### src/rtl/parity_pkg.sv
// Shared encodings for the parity framing datapath: FSM states and parity modes.
package parity_pkg;

  typedef enum logic [1:0] {
    IDLE = 2'd0,
    DATA = 2'd1,
    PAR  = 2'd2
  } state_t;

  localparam logic PAR_EVEN = 1'b0;
  localparam logic PAR_ODD  = 1'b1;

  // Width of a bit index covering 0..data_w-1; never zero so DATA_W=1 still has a register.
  function automatic int idx_width(input int data_w);
    return (data_w > 1) ? $clog2(data_w) : 1;
  endfunction

endpackage

### src/rtl/parity_acc.sv
// One-bit XOR accumulator: load seeds it (parity mode), enable folds in one data bit.
module parity_acc (
  input  logic clk,
  input  logic rst,
  input  logic load,
  input  logic init,
  input  logic en,
  input  logic bit_in,
  output logic acc
);

  always_ff @(posedge clk) begin
    if (rst) begin
      acc <= 1'b0;
    end else if (load) begin
      acc <= init;
    end else if (en) begin
      acc <= acc ^ bit_in;
    end
  end

endmodule

### src/rtl/parity_frame_ctrl.sv
// Serialises a parallel word LSB-first and appends an even/odd parity bit, with backpressure.
//
// state | meaning
// IDLE  | waiting for a word, in_ready high
// DATA  | presenting data bit shreg[0]; advances on ser_ready
// PAR   | presenting the parity bit with ser_last; frame completes on ser_ready
module parity_frame_ctrl
  import parity_pkg::*;
#(
  parameter int DATA_W = 8,
  parameter int CNT_W  = 16
) (
  input  logic              clk,
  input  logic              rst,
  input  logic              in_valid,
  output logic              in_ready,
  input  logic [DATA_W-1:0] in_data,
  input  logic              odd_sel,
  output logic              ser_valid,
  input  logic              ser_ready,
  output logic              ser_out,
  output logic              ser_last,
  output logic              busy,
  output logic [CNT_W-1:0]  frame_cnt
);

  localparam int IDX_W = idx_width(DATA_W);
  localparam logic [IDX_W-1:0] IDX_LAST = IDX_W'(DATA_W - 1);

  state_t            state, state_nxt;
  logic [DATA_W-1:0] shreg;
  logic [IDX_W-1:0]  idx;
  logic              acc;
  logic              accept;
  logic              take_bit;
  logic              take_par;

  always_comb begin
    state_nxt = state;
    in_ready  = 1'b0;
    ser_valid = 1'b0;
    ser_out   = 1'b0;
    ser_last  = 1'b0;
    busy      = 1'b1;
    accept    = 1'b0;
    take_bit  = 1'b0;
    take_par  = 1'b0;
    case (state)
      IDLE: begin
        in_ready = 1'b1;
        busy     = 1'b0;
        if (in_valid) begin
          accept    = 1'b1;
          state_nxt = DATA;
        end
      end
      DATA: begin
        ser_valid = 1'b1;
        ser_out   = shreg[0];
        if (ser_ready) begin
          take_bit = 1'b1;
          if (idx == IDX_LAST) state_nxt = PAR;
        end
      end
      PAR: begin
        ser_valid = 1'b1;
        ser_out   = acc;
        ser_last  = 1'b1;
        if (ser_ready) begin
          take_par  = 1'b1;
          state_nxt = IDLE;
        end
      end
      // The unused encoding presents nothing and falls back to IDLE.
      default: state_nxt = IDLE;
    endcase
  end

  always_ff @(posedge clk) begin
    if (rst) begin
      state     <= IDLE;
      shreg     <= '0;
      idx       <= '0;
      frame_cnt <= '0;
    end else begin
      state <= state_nxt;
      if (accept) begin
        shreg <= in_data;
        idx   <= '0;
      end else if (take_bit) begin
        shreg <= shreg >> 1;
        idx   <= idx + 1'b1;
      end
      if (take_par) frame_cnt <= frame_cnt + 1'b1;
    end
  end

  parity_acc u_acc (
    .clk    (clk),
    .rst    (rst),
    .load   (accept),
    .init   (odd_sel),
    .en     (take_bit),
    .bit_in (shreg[0]),
    .acc    (acc)
  );

endmodule

### config.mk
export PLATFORM = sky130hd
export DESIGN_NAME = parity_frame_ctrl
export DESIGN_NICKNAME = d
export VERILOG_FILES = /design/src/rtl/parity_pkg.sv /design/src/rtl/parity_acc.sv /design/src/rtl/parity_frame_ctrl.sv
export SDC_FILE = /design/constraint.sdc
export NUM_CORES = 1
export LEC_CHECK = 0
export ABC_AREA = 1
export CAP_MARGIN = 10
export CORE_AREA = 2 2 66 68
export DETAILED_ROUTE_END_ITERATION = 12
export DIE_AREA = 0 0 68 70
export PLACE_DENSITY = 0.68
export SYNTH_ARGS = -nofsm -noshare
export SYNTH_HDL_FRONTEND = slang
export SYNTH_SLANG_ARGS = --single-unit
### constraint.sdc
create_clock -name clk -period 1.8 [get_ports clk]
set_input_delay 0.36 -clock clk [delete_from_list [all_inputs] [get_ports clk]]
set_output_delay 0.36 -clock clk [all_outputs]
set_load 0.05 [all_outputs]
==> results of run 1 <==
## tightest hold or removal path, cell delays in order (launching register included)
cell and delay (ns):
dfxtp_1 0.31, nand2_1 0.06, a21oi_1 0.05
## power breakdown
part | leakage (nW) | switching, mW | internal, mW | total, mW
Combinational | 0.624 | 0.729 | 0.582 | 1.31
Clock | 0.0472 | 0.264 | 0.307 | 0.571
Sequential | 0.245 | 0.0711 | 0.755 | 0.826
## flip-flops by register name, indices dropped and copies added, names as in the netlist
| signal | count |
|---|---|
| idx | 3 |
| u_acc.acc | 1 |
| frame_cnt | 16 |
| state | 2 |
| shreg | 8 |
## how the worst max path moves through the flow
| stage | from | to | slack (ns) | cells past startpoint |
|---|---|---|---|---|
| final | state[1] | ser_out | 0.07 | 4 |
| after global routing | state[0] | ser_out | 0.005 | 4 |
| after CTS | state[0] | ser_out | 0.04 | 5 |
| after detailed placement | ser_ready | frame_cnt[12] | 0.08 | 6 |
| after global placement | ser_ready | frame_cnt[12] | 0.10 | 6 |
| after floorplan | state[0] | ser_out | -0.11 | 4 |
## placed cells by master, fill, tap and decap left out
cell type / n
nand3_2: 1
nand4_1: 2
nand2_4: 2
a21boi_4: 1
inv_2: 4
o21bai_2: 3
inv_1: 15
clkbuf_8: 6
o21bai_1: 1
buf_12: 5
clkdlybuf4s50_1: 12
nor2_1: 27
nand3_4: 1
o221ai_1: 1
nor2_4: 2
nor3b_1: 2
clkinv_2: 1
xor2_1: 2
nor3_1: 1
clkinvlp_4: 1
nor2_8: 1
buf_4: 22
nand2_1: 58
o21ai_0: 6
ha_1: 6
nand2_2: 2
a31oi_1: 6
dfxtp_2: 1
a21oi_1: 11
dfxtp_4: 1
clkinv_1: 1
ha_4: 3
nor2_2: 3
and2_1: 1
o211ai_1: 1
nand3_1: 13
dfxtp_1: 28
## final cells by class
type	count	area (um^2)
fill	407	2000
multi-input combinational	157	913
sequential	30	606
timing repair buffer	39	385
clock buffer	6	82.6
inverter	20	75.1
tap	52	65.1
clock inverter	2	12.5
## cells by family (layout without fill, tap and decap cells)
group,Yosys count,in the layout,synth area share
AOI/OAI and AO/OA,30,30,0.121
xor gates and xnor gates,2,2,0.0113
adders and majority gates,9,9,0.0725
buffers and inverters,23,67,0.0564
DFF,30,30,0.387
and+or+nand+nor,116,116,0.352
## per-stage QoR
| stage | power [mW] | TNS [ns] | std cells | instance area [um^2] |
|---|---|---|---|---|
| global route | 2.89 | 0 | 306 | 2140 |
| finish | 2.71 | 0 | 306 | 2140 |
| global placement | 2.00 | 0 | 296 | 1980 |
| floorplan | 1.54 | -0.113 | 210 | 1560 |
| CTS | 2.66 | 0 | 304 | 2100 |
| detailed placement | 2.00 | 0 | 296 | 1980 |
## routing by layer
| metal | routed length (um) | GRT usage | vias up | share of wire |
|---|---|---|---|---|
| li1 | - | - | 762 | - |
| met1 | 1520 | 0.186 | 654 | 0.45 |
| met2 | 1610 | 0.251 | 37 | 0.48 |
| met3 | 190 | 0.0580 | 6 | 0.056 |
| met4 | 60 | 0.0711 | 0 | 0.018 |
| met5 | 0 | 0 | - | 0 |
## timing repair
action | in CTS | in global routing
setup endpoints to repair | 1 | 1
hold buffers | 0 | 0
resized for setup | 6 | 5
setup buffers | 0 | 2
==> metrics, run 1 <==
run status=complete, no violations; Final Slew Violations=0; Yosys reg bits=30; drt drc=0; Slew headroom=0.785; Hold Crit Class=flip-flop to flip-flop; asr flop ratio synth=0; CTS root buf=clkbuf_8; Pwr Density=1270 mW/mm^2; slowest stage cell, crit path=dfxtp_2; Core Region=0.00414 mm^2; kind of critical path=flip-flop to primary output; DP Wirelength=2460 um; Placement Rows=24; CP Capture Type=primary output; Peak VDD IR=1760 uV; ys flop type=dfxtp_1; initial core utilization=0.375; DRT iter0 DRCs=55; die area=0.00476 mm^2; worst r2r src=state[0]; RSZ-0062 raised after global routing=false; Tmin final=1.73 ns; RR Endpoint=frame_cnt[11]; Seq/Total Area, Yosys=0.387; Setup Skew=0.00772 ns; clock sink count=30; Synth-to-Final Area Change=37.8%; Tcrit/Tclk final=0.959; hold path cells=2; Net count, final=275; fmax=0.579 GHz; Hold EP=idx[1]; Worst-Skew Late Latency=0.28 ns; CP Buf/Inv Count=2; Via density=4.77; WL final=3380 um; startpoint types=flip-flop; Syn Nets=232; slowest cell delay on critical path=0.37 ns; crit-path cells=inv_2 -> ha_4 -> a21boi_4 -> buf_12; Hold Crit Start=idx[1]; Mean Syn Cell Area=7.39 um^2; most frequent cell after synthesis=nand2_1; initial antenna violation count=0; Clock Tree Buf Depth=2; CTS buffer count=5; IO Count=34; die height=70 um; dpl ws=0.0778 ns; All-Layer GR Usage=0.158; CTS tree=done; diode count=0; Post-synth top cells=58 x nand2_1, 30 x dfxtp_1, 27 x nor2_1, 17 x inv_1, 13 x nand3_1; first-pass GRT wire length=5780 um; Final setup viols=0; grt total ovfl=0; Hold Worst Slack=0.472 ns; delay-heaviest family, CP=flip-flops; 1st-pass router iterations=4; routability cong.=0.792; max cap viols=0; vias in the first global route=1,390; Area contributors post-synth=dfxtp_1 39%, nand2_1 14%, ha_1 7.3%; Synth cell types=30; post-synth top area cell=dfxtp_1; Die W=68 um; clock-pin slew on the worst setup and hold paths=0.07 ns; EDFF count, synth=0; synth warn=0; share of the synthesized area in the top cell type=0.387; Fin. Hold Viols=0; largest net degree at the start of global routing=19; Worst R2R Setup Slack=0.32 ns; IO Port Bufs=33; Routed Antenna Nets=0; worst slew pin tran=0.320 ns; H-tree depth=2; Max FO, Critical Path=5; Req. time, crit path=1.44 ns; Arr. time, crit path=1.37 ns; Mapped Area=0.00155 mm^2; layout cells sized above 1=0.236; Worst R2R Path Depth=8; P_leak=0.916 nW; wire per inst=11.0 um; via count=1,459; Post-Syn Instances=210; share of the core filled with cells=0.516; final worst slack=0.0735 ns
Note: power is estimated with default switching activity, not from simulation.
==> inputs of run 2 (changes only) <==
--- a/config.mk
+++ b/config.mk
@@ -8,6 +8,7 @@
 export ABC_AREA = 1
 export CAP_MARGIN = 10
 export CORE_AREA = 2 2 66 68
+export CTS_CLUSTER_DIAMETER = 100
 export DETAILED_ROUTE_END_ITERATION = 12
 export DIE_AREA = 0 0 68 70
 export PLACE_DENSITY = 0.68
==> constraint.sdc (replaced) <==
create_clock -name clk -period 1.9 [get_ports clk]
set_input_delay 0.38 -clock clk [delete_from_list [all_inputs] [get_ports clk]]
set_output_delay 0.38 -clock clk [all_outputs]
set_load 0.05 [all_outputs]
==> run 2 against run 1 <==
Count of clock-buffer cells in the layout did not move. Die area did not move. Non-clock buffer count decreased by 3. Clock power up 43%. Worst hold slack worse by 0.0040 ns. First-iteration DRC count shrank 45%. Critical path depth fell by 3. Final cell count down 0.98%. Critical path type unchanged. Critical endpoint is now frame_cnt[15]. Highest routed layer unchanged.
==> metrics, run 2 (synthesis gave the netlist of run 1 again) <==
CTS tree=done; slowest stage cell, crit path=clkdlybuf4s50_1; largest net degree at the start of global routing=19 (unchanged); Fin. Hold Viols=0 (unchanged); die area=0.00476 mm^2 (unchanged); Setup Skew=0.00307 ns (-0.00466 ns); fmax=0.548 GHz; Req. time, crit path=1.52 ns (+0.08 ns); Slew headroom=0.666 (-0.119); initial antenna violation count=0 (unchanged); commonest cells after routing, fill and taps aside=58 x nand2_1, 30 x dfxtp_1, 27 x nor2_1; leading cell type in the layout, fill and taps excluded=nand2_1; WL final=3220 um (-4.7%); Worst R2R Path Depth=7 (-1); Worst R2R Setup Slack=0.45 ns (+0.13 ns); grt total ovfl=0 (unchanged); Die W=68 um (unchanged); Hold Crit Class=flip-flop to flip-flop; hold path cells=2 (unchanged); max cap viols=0 (unchanged); Core Region=0.00414 mm^2 (unchanged); via count=1,411 (-3.3%); die height=70 um (unchanged); Biggest register=frame_cnt; slowest cell delay on critical path=0.81 ns (+0.44 ns); DRT iter0 DRCs=30 (-45%); routability cong.=0.782 (-1.2%); delay-heaviest family, CP=buffers and inverters; clock-pin slew on the worst setup and hold paths=0.07 ns (about the same); vias in the first global route=1,307 (-6.0%); drt drc=0 (unchanged); Max FO, Critical Path=3 (-2); Via density=4.66 (-2.3%); DP Wirelength=2400 um (-2.6%); worst slew pin tran=0.500 ns (+0.180 ns); Hold-fix buffers, CTS=0 (unchanged); CP Capture Type=primary output; diode count=0 (unchanged); Pwr Density=1280 mW/mm^2 (+1.0%); run status=complete, no violations; layout cells sized above 1=0.207 (-0.0290); largest registers=frame_cnt (16), shreg (8), idx (3); initial core utilization=0.375 (unchanged); Hold Crit Start=shreg[7]; RSZ-0062 raised after global routing=false; wire per inst=10.6 um (-3.8%); Synth-to-Final Area Change=38.1%; Final setup viols=0 (unchanged); Tcrit/Tclk final=0.960; 1st-pass router iterations=4 (unchanged); Worst-Skew Late Latency=0.28 ns (about the same); placed inst area=0.00199 mm^2 (+0.25%); RR Endpoint=frame_cnt[12]; Hold EP=shreg[7]; max reg flops=16 (unchanged); P_leak=0.938 nW (+2.5%); IO Count=34 (unchanged); share of the core filled with cells=0.518 (+0.00121); H-tree depth=2 (unchanged); IO Port Bufs=33 (unchanged); Final Slew Violations=0 (unchanged); Tmin final=1.82 ns; CP Buf/Inv Count=1 (-1); Final Cell Area=0.00214 mm^2 (+0.23%); worst r2r src=state[0]; first-pass GRT wire length=5400 um (-6.5%); crit-path cells=clkdlybuf4s50_1; startpoint types=flip-flop; Routed Antenna Nets=0 (unchanged); Net count, final=272 (-1.1%); Arr. time, crit path=1.44 ns (+0.07 ns); Peak VDD IR=1510 uV (-14%); Placement Rows=24 (unchanged); CTS buffer count=5 (unchanged); kind of critical path=flip-flop to primary output; clock sink count=30 (unchanged); TNS Setup=0 ns (unchanged); Clock Tree Buf Depth=2 (unchanged); All-Layer GR Usage=0.147 (-0.0111); CTS root buf=clkbuf_8
[run 2: cell count changes in the layout (fill, tap and decap cells not counted), sizes merged]
cell,delta
clkinv,-1
dlymetal6s2s,+1
buf,-5
clkinvlp,-1
bufinv,+2
clkdlybuf4s50,+1
[run 2: layer usage]
metal / share of wire / wire length (um) / global-route usage / vias to the layer above
met3: 0.058 / 186 / 0.0531 / 5
met2: 0.47 / 1530 / 0.231 / 33
met1: 0.45 / 1460 / 0.184 / 613
met5: 0 / 0 / 0 / -
met4: 0.013 / 43 / 0.0467 / 0
li1: - / - / - / 760
[run 2: worst max-delay path by stage]
stage,startpoint,end,slack [ns],cells past startpoint
after CTS,state[0],ser_out,0.02,4
after detailed placement,ser_ready,frame_cnt[12],0.13,6
after global routing,frame_cnt[15],frame_cnt[15],0.02,1
after floorplan,state[0],ser_out,0.07,4
final,frame_cnt[15],frame_cnt[15],0.08,1
after global placement,ser_ready,frame_cnt[12],0.19,6
[run 2: timing repair]
item	CTS	global route
hold endpoints to repair	0	0
gates resized for setup	0	5
setup endpoints to repair	0	2
buffers inserted	0	0
[run 2: cell type report]
class                      count  area (um^2)
multi-input combinational    157          891
fill                         413         2000
sequential                    30          601
clock buffer                   6         82.6
inverter                      20         75.1
timing repair buffer          36          370
clock inverter                 2         60.1
tap                           52         65.1
[run 2: stage by stage]
step | hold WS, ns | setup slack [ns] | cells | power, mW
CTS | 0.467 | 0.0166 | 303 | 2.72
detailed placement | 0.458 | 0.132 | 295 | 1.90
global route | 0.492 | 0.0230 | 303 | 2.88
floorplan | 0.441 | 0.0663 | 210 | 1.47
finish | 0.468 | 0.0763 | 303 | 2.74
global placement | 0.453 | 0.188 | 295 | 1.89
[run 2: power by group]
group / internal (mW) / switching (mW)
clock: 0.559 / 0.255
combinational: 0.498 / 0.668
sequential: 0.706 / 0.0562
[run 2: worst reg2reg max path: stages (launching register included)]
cell and delay, ns:
dfxtp_1 0.34, inv_2 0.13, ha_1 0.24, nand2_4 0.12, nor2_8 0.18, nand2_4 0.09, nor3b_1 0.19, nor2_1 0.06
